`config.mk`:
```
export PLATFORM = sky130hd
export DESIGN_NAME = multiplier_controller
export DESIGN_NICKNAME = d
export VERILOG_FILES = /design/src/rtl/multiplier_controller_pkg.sv /design/src/rtl/multiplier_controller_datapath.sv /design/src/rtl/multiplier_controller.sv
export SDC_FILE = /design/constraint.sdc
export NUM_CORES = 1
export LEC_CHECK = 0
export BUFFER_PORTS_ARGS = -buffer_cell sky130_fd_sc_hd__buf_2
export CAP_MARGIN = 25
export CORE_ASPECT_RATIO = 0.8
export CORE_MARGIN = 2
export CORE_UTILIZATION = 46
export CTS_CLUSTER_SIZE = 10
export DETAILED_ROUTE_END_ITERATION = 16
export PLACE_DENSITY = 0.71
export SYNTH_ARGS = -nofsm -noshare
export SYNTH_HDL_FRONTEND = slang
export SYNTH_SLANG_ARGS = --single-unit
```
`constraint.sdc`:
```
create_clock -name clk -period 1.35 [get_ports clk]
set_input_delay 0.135 -clock clk [delete_from_list [all_inputs] [get_ports clk]]
set_output_delay 0.135 -clock clk [all_outputs]
set_load 0.1 [all_outputs]
```
`src/rtl/multiplier_controller_pkg.sv`:
```
// Shared types and constants for the shift-add multiplier controller and datapath.
package multiplier_controller_pkg;

  localparam int WIDTH        = 3;   // operand width
  localparam int P_INIT       = 3;   // shift-add iterations per operation
  localparam int P_W          = 2;   // width of the datapath iteration down-counter
  localparam int CNT_W        = 3;   // width of the watchdog counter
  localparam int MAX_ITER_DEF = 4;   // default watchdog limit on ADD visits

  typedef enum logic [2:0] {
    S_IDLE  = 3'd0,
    S_LOAD  = 3'd1,
    S_ADD   = 3'd2,
    S_SHIFT = 3'd3,
    S_DONE  = 3'd4,
    S_ERROR = 3'd5
  } state_e;

  // Debug view of the controller: current state plus the datapath strobes.
  typedef struct packed {
    state_e state;
    logic   load;
    logic   add;
    logic   shift;
    logic   dec;
  } dbg_t;

endpackage

```
`src/rtl/multiplier_controller_datapath.sv`:
```
// Shift-add datapath: carry C, accumulator A, multiplier Q, multiplicand M and an
// iteration down-counter P. Zbit flags P==0, Mbit is the current multiplier LSB.
module multiplier_controller_datapath
  import multiplier_controller_pkg::*;
(
  input  logic               clk,
  input  logic               rst,
  input  logic               load_i,
  input  logic               add_i,
  input  logic               shift_i,
  input  logic               dec_i,
  input  logic [WIDTH-1:0]   a_in_i,
  input  logic [WIDTH-1:0]   b_in_i,
  output logic               zbit_o,
  output logic               mbit_o,
  output logic [2*WIDTH-1:0] product_o
);

  logic             c_q;
  logic [WIDTH-1:0] a_q;
  logic [WIDTH-1:0] q_q;
  logic [WIDTH-1:0] m_q;
  logic [P_W-1:0]   p_q;

  // Register file update: load clears A and seeds M/Q/P, add accumulates M,
  // shift moves {C,A,Q} right by one bit.
  always_ff @(posedge clk or posedge rst) begin
    if (rst) begin
      c_q <= 1'b0;
      a_q <= '0;
      q_q <= '0;
      m_q <= '0;
    end else if (load_i) begin
      c_q <= 1'b0;
      a_q <= '0;
      q_q <= b_in_i;
      m_q <= a_in_i;
    end else if (add_i) begin
      {c_q, a_q} <= {1'b0, a_q} + {1'b0, m_q};
    end else if (shift_i) begin
      {c_q, a_q, q_q} <= {1'b0, c_q, a_q, q_q[WIDTH-1:1]};
    end
  end

  // Iteration down-counter, reloaded on load and stepped alongside each shift.
  always_ff @(posedge clk or posedge rst) begin
    if (rst) begin
      p_q <= '0;
    end else if (load_i) begin
      p_q <= P_W'(P_INIT);
    end else if (dec_i) begin
      p_q <= p_q - P_W'(1);
    end
  end

  assign zbit_o    = (p_q == '0);
  assign mbit_o    = q_q[0];
  assign product_o = {a_q, q_q};

endmodule

```
`src/rtl/multiplier_controller.sv`:
```
// Controller for a 3x3 unsigned shift-add multiplier with a watchdog on ADD visits.
//
// Handshake: a request is taken on any rising edge where start=1 and ready=1;
// inA/inB are captured on that same edge. The result is offered with done=1
// (or error=1 on a watchdog trip) and held until the first edge with ack=1,
// after which ready returns. start outside IDLE and ack outside DONE/ERROR
// are ignored.
module multiplier_controller
  import multiplier_controller_pkg::*;
#(
  parameter int MAX_ITER = MAX_ITER_DEF
) (
  input  logic               clk,
  input  logic               reset,
  input  logic               start,
  input  logic [WIDTH-1:0]   inA,
  input  logic [WIDTH-1:0]   inB,
  input  logic               ack,
  output logic               ready,
  output logic               busy,
  output logic               done,
  output logic               error,
  output logic [2*WIDTH-1:0] product,
  output dbg_t               dbg
);

  localparam logic [CNT_W-1:0] MAX_C = CNT_W'(MAX_ITER);

  state_e             state_q, state_d;
  logic [CNT_W-1:0]   cnt_q, cnt_d;
  logic [WIDTH-1:0]   opa_q, opb_q;
  logic [2*WIDTH-1:0] product_q;

  logic               load_regs, add_regs, shift_reg, decrement;
  logic               capture, prod_load;
  logic               zbit, mbit;
  logic [2*WIDTH-1:0] dp_product;

  multiplier_controller_datapath u_datapath (
    .clk       (clk),
    .rst       (reset),
    .load_i    (load_regs),
    .add_i     (add_regs),
    .shift_i   (shift_reg),
    .dec_i     (decrement),
    .a_in_i    (opa_q),
    .b_in_i    (opb_q),
    .zbit_o    (zbit),
    .mbit_o    (mbit),
    .product_o (dp_product)
  );

  // State, watchdog counter, captured operands and the result register.
  always_ff @(posedge clk or posedge reset) begin
    if (reset) begin
      state_q   <= S_IDLE;
      cnt_q     <= '0;
      opa_q     <= '0;
      opb_q     <= '0;
      product_q <= '0;
    end else begin
      state_q <= state_d;
      cnt_q   <= cnt_d;
      if (capture) begin
        opa_q <= inA;
        opb_q <= inB;
      end
      if (prod_load) begin
        product_q <= dp_product;
      end
    end
  end

  // Next-state and strobe decode; the watchdog check outranks Zbit in ADD.
  always_comb begin
    state_d   = state_q;
    cnt_d     = cnt_q;
    load_regs = 1'b0;
    add_regs  = 1'b0;
    shift_reg = 1'b0;
    decrement = 1'b0;
    capture   = 1'b0;
    prod_load = 1'b0;
    case (state_q)
      S_IDLE: begin
        if (start) begin
          capture = 1'b1;
          state_d = S_LOAD;
        end
      end
      S_LOAD: begin
        load_regs = 1'b1;
        cnt_d     = '0;
        state_d   = S_ADD;
      end
      S_ADD: begin
        if (cnt_q == MAX_C) begin
          state_d = S_ERROR;
        end else if (zbit) begin
          prod_load = 1'b1;
          state_d   = S_DONE;
        end else begin
          add_regs = mbit;
          if (cnt_q != '1) begin
            cnt_d = cnt_q + CNT_W'(1);
          end
          state_d = S_SHIFT;
        end
      end
      S_SHIFT: begin
        shift_reg = 1'b1;
        decrement = 1'b1;
        state_d   = S_ADD;
      end
      S_DONE, S_ERROR: begin
        if (ack) begin
          state_d = S_IDLE;
        end
      end
      default: state_d = S_IDLE;
    endcase
  end

  assign ready   = (state_q == S_IDLE);
  assign busy    = (state_q == S_LOAD) || (state_q == S_ADD) || (state_q == S_SHIFT);
  assign done    = (state_q == S_DONE);
  assign error   = (state_q == S_ERROR);
  assign product = product_q;

  assign dbg.state = state_q;
  assign dbg.load  = load_regs;
  assign dbg.add   = add_regs;
  assign dbg.shift = shift_reg;
  assign dbg.dec   = decrement;

endmodule

```
Word level (Yosys, flattened, before mapping)

Index checks and enable logic that the tools add are counted.
W data, S select, Z words.

Bits in registers: 30
Latch bits: 0
RAM bits: 0
ROM bits: 0
Memories kept: 0

Add/subtract/negate cells: 3
Multiply operators: 0
Div/mod/pow operators: 0
Order comparisons: 0
Equal/unequal tests: 13
Shifts and indexed selects: 0
Multiplexer cells: 30
Bitwise gates (word level): 0
Reduce and logical (&&, ||, !) cells: 12

Operators with widths:

| operator              | count |
|---|---|
| $mux W3               | 13 |
| $mux W1               | 13 |
| $ne A2 B2 Y1 const B  | 6 |
| $pmux W3 S4           | 1 |
| $eq A3 B3 Y1 const B  | 3 |
| $eq A3 B2 Y1 const B  | 2 |
| $pmux W3 S2           | 1 |
| $add A3 B3 Y4         | 1 |
| $mux W2               | 2 |
| $reduce_and A2 Y1     | 2 |
| $reduce_and A4 Y1     | 1 |
| $reduce_bool A2 Y1    | 2 |
| $reduce_or A2 Y1      | 2 |
| $add A3 B1 Y3 const B | 1 |
| $eq A3 B1 Y1 const B  | 1 |
| $logic_not A3 Y1      | 1 |
| $ne A3 B3 Y1 const B  | 1 |
| $reduce_bool A3 Y1    | 1 |
| $logic_not A2 Y1      | 1 |
| $logic_or A1 B1 Y1    | 2 |
| $sub A2 B1 Y2 const B | 1 |

Longest topological paths before layout

Gate-level depths: netlist (run 1).

Word-level depth: 6
Depth in mapped cells: 7
Gate-level depth less buffers: 7

Modules after synthesis

A second synthesis (run 1) with hierarchy kept.

Cell total of the unflattened synthesis: 136
Area total of the unflattened synthesis: 1576.5 um^2

Modules (own cells, without submodules):

| module                         | times used | cells each | area each (um^2) |
|---|---|---|---|
| multiplier_controller          | 1          | 76         | 922.1 |
| multiplier_controller_datapath | 1          | 60         | 654.4 |

Worst setup path before layout (run 1)

OpenSTA, ideal clock, no wires.

Path kind: reg-to-reg
From: register state_q[0]
To: register opa_q[0]
Data arrival time: 3.923 ns
Data required time: 1.225 ns
Path slack: -2.698 ns
Cell stages (with the launch flop): 6
Path buffers: 2
Period minus slack after synthesis: 4.048 ns
Cell sequence: dfrtp_1 > buf_2 > nor3_1 > and2_1 > buf_4 > mux2_2

Cells in the longest elaborated chain, start to end: 2

Ends and longest elaborated chain:

| what                     | line                        | RTL |
|---|---|---|
| start: declaration       | multiplier_controller.sv:29 | `state_e state_q, state_d;` |
| start signal: assignment | multiplier_controller.sv:62 | `state_q <= state_d;` |
| $logic_not A3 Y1         | n/a                         |  |
| net ready                | multiplier_controller.sv:19 | `output logic ready,` |
| $mux W1                  | multiplier_controller.sv:84 | `case (state_q)` |
| end signal: assignment   | multiplier_controller.sv:65 | `opa_q <= inA;` |
| end: declaration         | multiplier_controller.sv:31 | `logic [WIDTH-1:0] opa_q, opb_q;` |

The timed path passes the listed nets, and every way through them passes these cells.
A chain may end at the register's enable or synchronous reset.

Worst setup path in the final report (run 1)

From: register state_q[2]
To: register u_datapath.c_q

Cells in the longest elaborated chain, start to end: 4
Elaborated cells between the ends (all ways): 9

Ends and longest elaborated chain:

| what                   | line                                 | RTL |
|---|---|---|
| $eq A3 B2 Y1           | multiplier_controller.sv:84          |  |
| $mux W1                | multiplier_controller.sv:84          |  |
| $mux W1                | multiplier_controller_datapath.sv:38 | `end else if (add_i) begin` |
| $mux W1                | multiplier_controller_datapath.sv:33 | `end else if (load_i) begin` |
| end signal: assignment | multiplier_controller_datapath.sv:39 | `{c_q, a_q} <= {1'b0, a_q} + {1'b0, m_q};` |
| end signal: assignment | multiplier_controller_datapath.sv:41 | `{c_q, a_q, q_q} <= {1'b0, c_q, a_q, q_q[WIDTH-1:1]};` |
| end: declaration       | multiplier_controller_datapath.sv:19 | `logic c_q;` |

Several ways; a longest one is shown, not always the timed one.

==> results of run 1 <==
sequential cells by signal, summed over array words and instances, names as in the netlist:
name            flops
u_datapath.a_q      3
cnt_q               3
product             6
u_datapath.m_q      3
opa_q               3
u_datapath.p_q      2
state_q             3
u_datapath.c_q      1
opb_q               3
u_datapath.q_q      3
layer usage:
layer / up-vias / GRT usage [%] / share of wire (%)
met2: 49 / 38.9 / 50
met4: 0 / 9.18 / 3.0
met3: 14 / 5.56 / 4.9
li1: 596 / - / -
met1: 652 / 29.8 / 42
met5: - / 0 / 0
worst reg2reg max path, cell delays in order, from the launching register on:
cell and delay, ns:
dfrtp_4 0.53, nor3b_4 0.24, buf_6 0.13, nand3_4 0.07, buf_4 0.15, buf_6 0.10
buf_6 0.12, nand3_1 0.11, o21ai_1 0.11
synthesized netlist by cell type, types with 2 or more instances:
cell      number  area share [%]
nand3_1        7             2.4
buf_2          3             1.0
nor2_1         9             2.3
nand2b_1       2            0.85
nand2_1        7             1.8
mux2i_1        4             2.7
buf_4          5             2.5
dfrtp_1       30              51
ha_1           7             5.9
and2_1         2            0.85
o21ai_0        8             2.7
mux2_2        14              11
a21oi_1        7             2.4
a21o_1         2             1.0
nor3_1         5             1.7
inv_1          9             2.3
worst paths after layout:
kind,slack [ns],end,cells past startpoint,startpoint
max,-0.33,u_datapath.c_q$_DFFE_PP0P_,8,state_q[2]$_DFFE_PP0P_
min,0.09,opa_q[0]$_DFFE_PP0P_,2,inA[0]
max reg2reg,-0.33,u_datapath.c_q$_DFFE_PP0P_,8,state_q[2]$_DFFE_PP0P_
min reg2reg,0.50,product[1]$_DFFE_PP0P_,1,product[1]$_DFFE_PP0P_
max in group asynchronous,0.52,state_q[2]$_DFFE_PP0P_,4,reset
min in group asynchronous,0.51,u_datapath.a_q[0]$_DFFE_PP0P_,4,reset
metrics by stage:
stage,instance area (um2),cells,hold slack [ns]
finish,2510,245,0.0851
global route,2510,245,0.0828
CTS,2360,237,0.0821
detailed placement,2030,212,0.242
global placement,2030,212,0.217
floorplan,1650,134,0.226
cell type report:
| class | count | share of cell area, % |
|---|---|---|
| Tap cell | 40 | 1.99 |
| Timing Repair Buffer | 72 | 28.1 |
| Inverter | 10 | 1.69 |
| Sequential cell | 30 | 30.3 |
| Clock buffer | 7 | 3.43 |
| Multi-Input combinational cell | 85 | 34.2 |
| Clock inverter | 1 | 0.199 |
repair_timing:
action                                  4_1_cts  5_1_grt
resized for setup                            36       22
endpoints found under the hold margin        30        0
hold buffers                                  1        0
pin swaps                                    11       11
buffers inserted                             17       10
endpoints found under the setup margin       31       40
cell families after synthesis:
kind of cell,after synthesis,synth area share (%)
compound gates,22,8.56
xor+xnor,1,0.593
fa+ha+maj,8,7.29
buf+inv,19,6.36
flops,30,50.8
mux,18,13.4
simple gates,36,13.0
==> impl_metrics.ini, run 1 <==
[layout]
post-route-util_pct = 81.5
synthToLayoutAreaGrowth_pct = 70.3
num-fill-cells = 160
drive_gt1_share_pct = 62.9
diodes = 0
fin_nets = 222
multiInputGateArea_um2 = 861
mostFrequentLayoutCells = 27 x dfrtp_1, 27 x buf_4, 17 x buf_6
seqCellArea_um2 = 762

[sta]
rsz0062_at_grt = true
worst_pin_slew_ns = 0.494
hold_viol_final = 0
clock.fmax_mhz = 596
slew_headroom_pct = 67.3
finalCritPeriodShare_pct = 124
skew_ns = 0.00347
fin_ws_ns = -0.329
period_needed_ns = 1.68
setup_viol = 33
setup_tns_ns = -5.69
drv_slew = 0

[flow_run]
drv_cap = 0

[synthesis]
synth-main-ff-cell = dfrtp_1
yosys_register_bits = 30
async_flop_share_pct = 100
synth.net_count = 152
yosysWarnings = 0
syn_area_per_cell_um2 = 11.0
synth_cell_types = 29
seq_area_frac_synth_pct = 50.8
synth_edf_count = 0
netlist_area_um2 = 1480
synthCells = 134

[routing]
dr.pass1.iters = 4
wl_per_cell_um = 19.0
drc = 0
viasPerCell = 5.35
ant_nets = 0
drtIter0Drc = 109
vias = 1311
wl_um = 4650

[clock_tree]
cts_tree = built
clk_pin_slew_ns = 0.06
root_buffer = clkbuf_8
cts_num_sinks = 30
h-tree-depth = 2
worstSkewPairLatency_ns = 0.28
clk_path_buf_depth = 2
cts_inserted_buffers = 5

[worst_setup_path]
slowest_stage = dfrtp_4
crit_fanout = 5
path_common_cell = buf_6
crit_path_start_kind = register
slowest_delay_ns = 0.53
cp_cell_sequence = nor3b_4 -> buf_6 -> nand3_4 -> buf_4 -> buf_6 -> buf_6 -> nand3_1 -> o21ai_1
crit_required_ns = 1.51
end_kind = register
crit_type = register to register
arrival_ns = 1.84
path_delay_family = flip-flops
crit_buf_inv = 4

[floorplanning]
ios = 27
core_um2 = 3090
dieArea_um2 = 3680
die_w_um = 67.3
die_h_um = 54.7
rows = 18
start_util_pct = 47.9

[global_route]
grt_max_degree = 31
grt_util_all_layers_pct = 23.4
grt_overflow = 0
grt_pass1_vias = 1239
antenna_found_initial = 0
grt_pass1_wl_um = 5980

[worst_hold_path]
hp-class = input port to register

[placement]
dp_slack_ns = -0.132
dp_hpwl_um = 2360
routabilityCongestion = 0.811
portBuffers = 26

[outcome]
status = complete, but fails checks
failed_checks = setup timing
Power of run 1 is not shown: default switching activity piles up to over one toggle a cycle in this logic, so the estimate is an artifact.
==> inputs of run 2 (changes only) <==
--- a/config.mk
+++ b/config.mk
@@ -7,12 +7,14 @@
 export LEC_CHECK = 0
 export BUFFER_PORTS_ARGS = -buffer_cell sky130_fd_sc_hd__buf_2
 export CAP_MARGIN = 25
+export CELL_PAD_IN_SITES_DETAIL_PLACEMENT = 1
+export CELL_PAD_IN_SITES_GLOBAL_PLACEMENT = 1
 export CORE_ASPECT_RATIO = 0.8
 export CORE_MARGIN = 2
-export CORE_UTILIZATION = 46
+export CORE_UTILIZATION = 38
 export CTS_CLUSTER_SIZE = 10
 export DETAILED_ROUTE_END_ITERATION = 16
-export PLACE_DENSITY = 0.71
+export PLACE_DENSITY_LB_ADDON = 0.1
 export SYNTH_ARGS = -nofsm -noshare
 export SYNTH_HDL_FRONTEND = slang
 export SYNTH_SLANG_ARGS = --single-unit
==> impl_metrics.ini, run 2 (synthesized netlist as in run 1, its figures left out) <==
[worst_setup_path]
end_kind = output pin
crit_path_start_kind = register
r2r_cells = 4
arrival_ns = 1.54
crit_type = register to output pin
crit_fanout = 4
r2r_start = state_q[0]$_DFFE_PP0P_
crit_required_ns = 1.22
ff2ff_setup_slack_ns = -0.32
r2r_end = cnt_q[0]$_DFFE_PP0P_

[flow_run]
drv_cap = 0

[routing]
dr.pass1.iters = 4
highest_layer = met4
vias = 1291
ant_nets = 0
wl_um = 5160
viasPerCell = 5.31
wl_met1_um = 2110
drtIter0Drc = 95
drc = 0
wl_per_cell_um = 21.2
met2WireLength_um = 2770
route.met3.wl_um = 193

[layout]
multiInputGateArea_um2 = 862
largest_register_ff_count = 6
diodes = 0
synthToLayoutAreaGrowth_pct = 68.8
num-fill-cells = 378
drive_gt1_share_pct = 62.3
mostFrequentLayoutCells = 27 x dfrtp_1, 23 x buf_4, 15 x buf_2
final_common_cell = dfrtp_1
fin_nets = 216
seqCellArea_um2 = 762

[sta]
clock.fmax_mhz = 598
rsz0062_at_grt = true
setup_tns_ns = -7.14
hold_viol_final = 0
finalCritPeriodShare_pct = 124
slew_headroom_pct = 67.5
setup_viol = 35
worst_pin_slew_ns = 0.491
period_needed_ns = 1.67
fin_ws_ns = -0.323
skew_ns = 0.00301
drv_slew = 0

[global_route]
grt_overflow = 0
grt_pass1_wl_um = 7020
grt_max_degree = 22
grt_pass1_vias = 1332
antenna_found_initial = 0
grt_util_all_layers_pct = 22.1

[floorplanning]
dieArea_um2 = 4400
core_um2 = 3750
die_w_um = 73.7
ios = 27
start_util_pct = 39.3
die_h_um = 59.8
rows = 20

[clock_tree]
clk_pin_slew_ns = 0.07
clk_path_buf_depth = 2
h-tree-depth = 2
cts_num_sinks = 30
root_buffer = clkbuf_8
worstSkewPairLatency_ns = 0.28
cts_tree = built
cts_inserted_buffers = 5

[worst_hold_path]
hold_depth = 2
hp-start = inA[0]
min_to = opa_q[0]$_DFFE_PP0P_
hp-class = input port to register

[outcome]
failed_checks = setup timing
status = complete, but fails checks

[placement]
dp_hpwl_um = 2730
portBuffers = 26
routabilityCongestion = 0.750
-- run 2: cell types whose count changed in the layout (fill, tap and decap cells not counted), moves of 2 or more --
cell,before,now
mux2_2,7,4
nor3_1,3,1
o21ai_1,4,1
mux2_4,7,10
buf_6,17,14
ha_2,0,2
nand3_4,4,2
buf_4,27,23
o21ai_0,3,5
nand3_1,2,5
-- run 2: layer usage --
metal  track usage (%)  vias up
li1                  -      582
met1              27.9      659
met2              38.3       39
met3              4.72       11
met4              5.97        0
met5                 0        -
-- run 2: final cells by class --
class / count / share of cell area [%]
clock inverters: 3 / 1.61
clock buffers: 5 / 2.76
repair buffers: 66 / 26.5
multi-input cells: 85 / 34.6
well taps: 44 / 2.21
flip-flops and latches: 30 / 30.6
inverters: 10 / 1.76
-- run 2: how the worst max path moves through the flow --
| stage | start | to | slack (ns) | depth (start not counted) |
|---|---|---|---|---|
| after floorplan | state_q[0]$_DFFE_PP0P_ | opa_q[0]$_DFFE_PP0P_ | -1.00 | 5 |
| after global routing | state_q[0]$_DFFE_PP0P_ | dbg[2] | -0.38 | 5 |
| final | state_q[0]$_DFFE_PP0P_ | dbg[2] | -0.32 | 5 |
| after CTS | state_q[2]$_DFFE_PP0P_ | done | -0.27 | 4 |
| after global placement | state_q[2]$_DFFE_PP0P_ | opa_q[1]$_DFFE_PP0P_ | -0.09 | 4 |
| after detailed placement | state_q[2]$_DFFE_PP0P_ | cnt_q[0]$_DFFE_PP0P_ | -0.15 | 3 |
-- run 2: critical path: stages (launching register included) --
cell and delay (ns):
dfrtp_4 0.52, nor3b_4 0.27, buf_6 0.14, nand3_4 0.07
inv_4 0.08, buf_12 0.17
-- run 2: repair_timing --
action / 4_1_cts / 5_1_grt
setup endpoints to repair: 30 / 37
resized for setup: 36 / 20
pin swaps: 12 / 8
hold buffers: 1 / 0
endpoints found under the hold margin: 30 / 0
setup buffers: 11 / 11
-- run 2: metrics by stage --
step                area, um2  std cells  util (%)  hold WS, ns  setup slack (ns)
global placement         2030        215      54.0        0.136           -0.0881
detailed placement       2030        215      54.0        0.135            -0.150
floorplan                1650        134         -        0.226             -1.00
CTS                      2350        234      62.6       0.0816            -0.266
global route             2490        243      66.4       0.0727            -0.382
finish                   2490        243      66.4       0.0791            -0.323
Power of run 2 is left out for the same reason.
==> inputs of run 3 (changes only) <==
--- a/config.mk
+++ b/config.mk
@@ -15,6 +15,7 @@
 export CTS_CLUSTER_SIZE = 10
 export DETAILED_ROUTE_END_ITERATION = 16
 export PLACE_DENSITY_LB_ADDON = 0.1
+export REMOVE_ABC_BUFFERS = 1
 export SYNTH_ARGS = -nofsm -noshare
 export SYNTH_HDL_FRONTEND = slang
 export SYNTH_SLANG_ARGS = --single-unit
==> impl_metrics.ini, run 3 (synthesized netlist as in run 1, its figures left out) <==
[outcome]
status = complete, but fails checks
failed_checks = setup timing

[clock_tree]
root_buffer = clkbuf_8
worstSkewPairLatency_ns = 0.27
cts_tree = built
clk_pin_slew_ns = 0.06
h-tree-depth = 2
cts_num_sinks = 30
cts_inserted_buffers = 5
clk_path_buf_depth = 2

[sta]
slew_headroom_pct = 67.5
rsz0062_at_grt = true
skew_ns = 0.00513
clock.fmax_mhz = 629
hold_viol_final = 0
worst_pin_slew_ns = 0.490
setup_tns_ns = -3.81
drv_slew = 0
finalCritPeriodShare_pct = 118
setup_viol = 32
fin_ws_ns = -0.239
period_needed_ns = 1.59

[placement]
routabilityCongestion = 0.760
place_inst = 215
portBuffers = 26
dp_hpwl_um = 2680

[layout]
diodes = 0
largest_register_ff_count = 6
final_common_cell = dfrtp_1
fin_nets = 213
mostFrequentLayoutCells = 28 x dfrtp_1, 22 x buf_4, 15 x buf_2
drive_gt1_share_pct = 60.0
instances_no_fill = 239
synthToLayoutAreaGrowth_pct = 61.8

[worst_setup_path]
crit_fanout = 5
slowest_delay_ns = 0.47
r2r_cells = 7
r2r_end = u_datapath.a_q[1]$_DFFE_PP0P_
crit_type = register to output pin
ff2ff_setup_slack_ns = -0.17
crit_path_start_kind = register
crit_required_ns = 1.22
slowest_stage = dfrtp_2
crit_buf_inv = 3
r2r_start = state_q[2]$_DFFE_PP0P_
end_kind = output pin
arrival_ns = 1.45
path_delay_family = flip-flops
cp_cell_sequence = nor3b_4 -> buf_6 -> nand3_4 -> inv_4 -> buf_12

[worst_hold_path]
hp-class = input port to register
hp-start = inA[1]
hold_depth = 2
min_to = opa_q[1]$_DFFE_PP0P_

[routing]
ant_nets = 0
drtIter0Drc = 46
wl_um = 4810
dr.pass1.iters = 4
drc = 0
vias = 1260
wl_per_cell_um = 20.1
viasPerCell = 5.27

[floorplanning]
rows = 20
start_util_pct = 39.3
ios = 27
dieArea_um2 = 4400
die_h_um = 59.8
core_um2 = 3750
die_w_um = 73.7

[global_route]
grt_pass1_vias = 1321
grt_pass1_wl_um = 6680
grt_overflow = 0
grt_util_all_layers_pct = 20.4
grt_max_degree = 31
antenna_found_initial = 0

[flow_run]
drv_cap = 0
-- run 3: cell types whose count changed in the layout (fill, tap and decap cells not counted), sizes merged --
cell / change
clkinvlp: -1
clkinv: -2
clkbuf: +1
inv: +1
buf: -2
bufinv: -1
-- run 3: area by class of cell --
cell class | instances | area (um2)
fill | 386 | 1370
multi-input combinational | 85 | 836
sequential | 30 | 753
timing repair buffer | 63 | 628
clock buffer | 7 | 76.3
tap | 44 | 55.1
inverter | 10 | 40.0
-- run 3: layer usage --
metal  vias up  part of all wire, %  track usage [%]
met5         -                    0                0
met4         0                 0.89             4.68
met3         4                  2.9             4.22
met2        32                   53             33.0
met1       645                   43             28.3
li1        579                    -                -
-- run 3: worst max path at each step --
stage	start	endpoint	slack, ns	cells past startpoint
3_5_place_dp	state_q[0]$_DFFE_PP0P_	opb_q[2]$_DFFE_PP0P_	-0.16	3
4_1_cts	state_q[2]$_DFFE_PP0P_	dbg[2]	-0.24	5
6_report	state_q[2]$_DFFE_PP0P_	dbg[2]	-0.24	5
3_3_place_gp	state_q[0]$_DFFE_PP0P_	opa_q[1]$_DFFE_PP0P_	-0.12	3
2_1_floorplan	state_q[1]$_DFFE_PP0P_	opa_q[0]$_DFFE_PP0P_	-2.74	3
5_1_grt	state_q[2]$_DFFE_PP0P_	dbg[2]	-0.29	5
-- run 3: per-stage QoR --
step | utilization (%) | area [um2] | hold slack, ns | setup WS (ns)
global placement | 51.2 | 1920 | 0.227 | -0.120
global route | 63.6 | 2390 | 0.0879 | -0.286
finish | 63.6 | 2390 | 0.100 | -0.239
detailed placement | 51.2 | 1920 | 0.241 | -0.162
floorplan | - | 1420 | 0.226 | -2.74
CTS | 60.2 | 2260 | 0.0954 | -0.236
-- run 3: timing repair --
item | in CTS | in global routing
pin swaps | 14 | 13
resized for setup | 45 | 26
setup buffers | 15 | 4
endpoints found under the hold margin | 30 | 0
setup endpoints to repair | 30 | 32
hold buffers | 1 | 0
Power of run 3 is left out for the same reason.
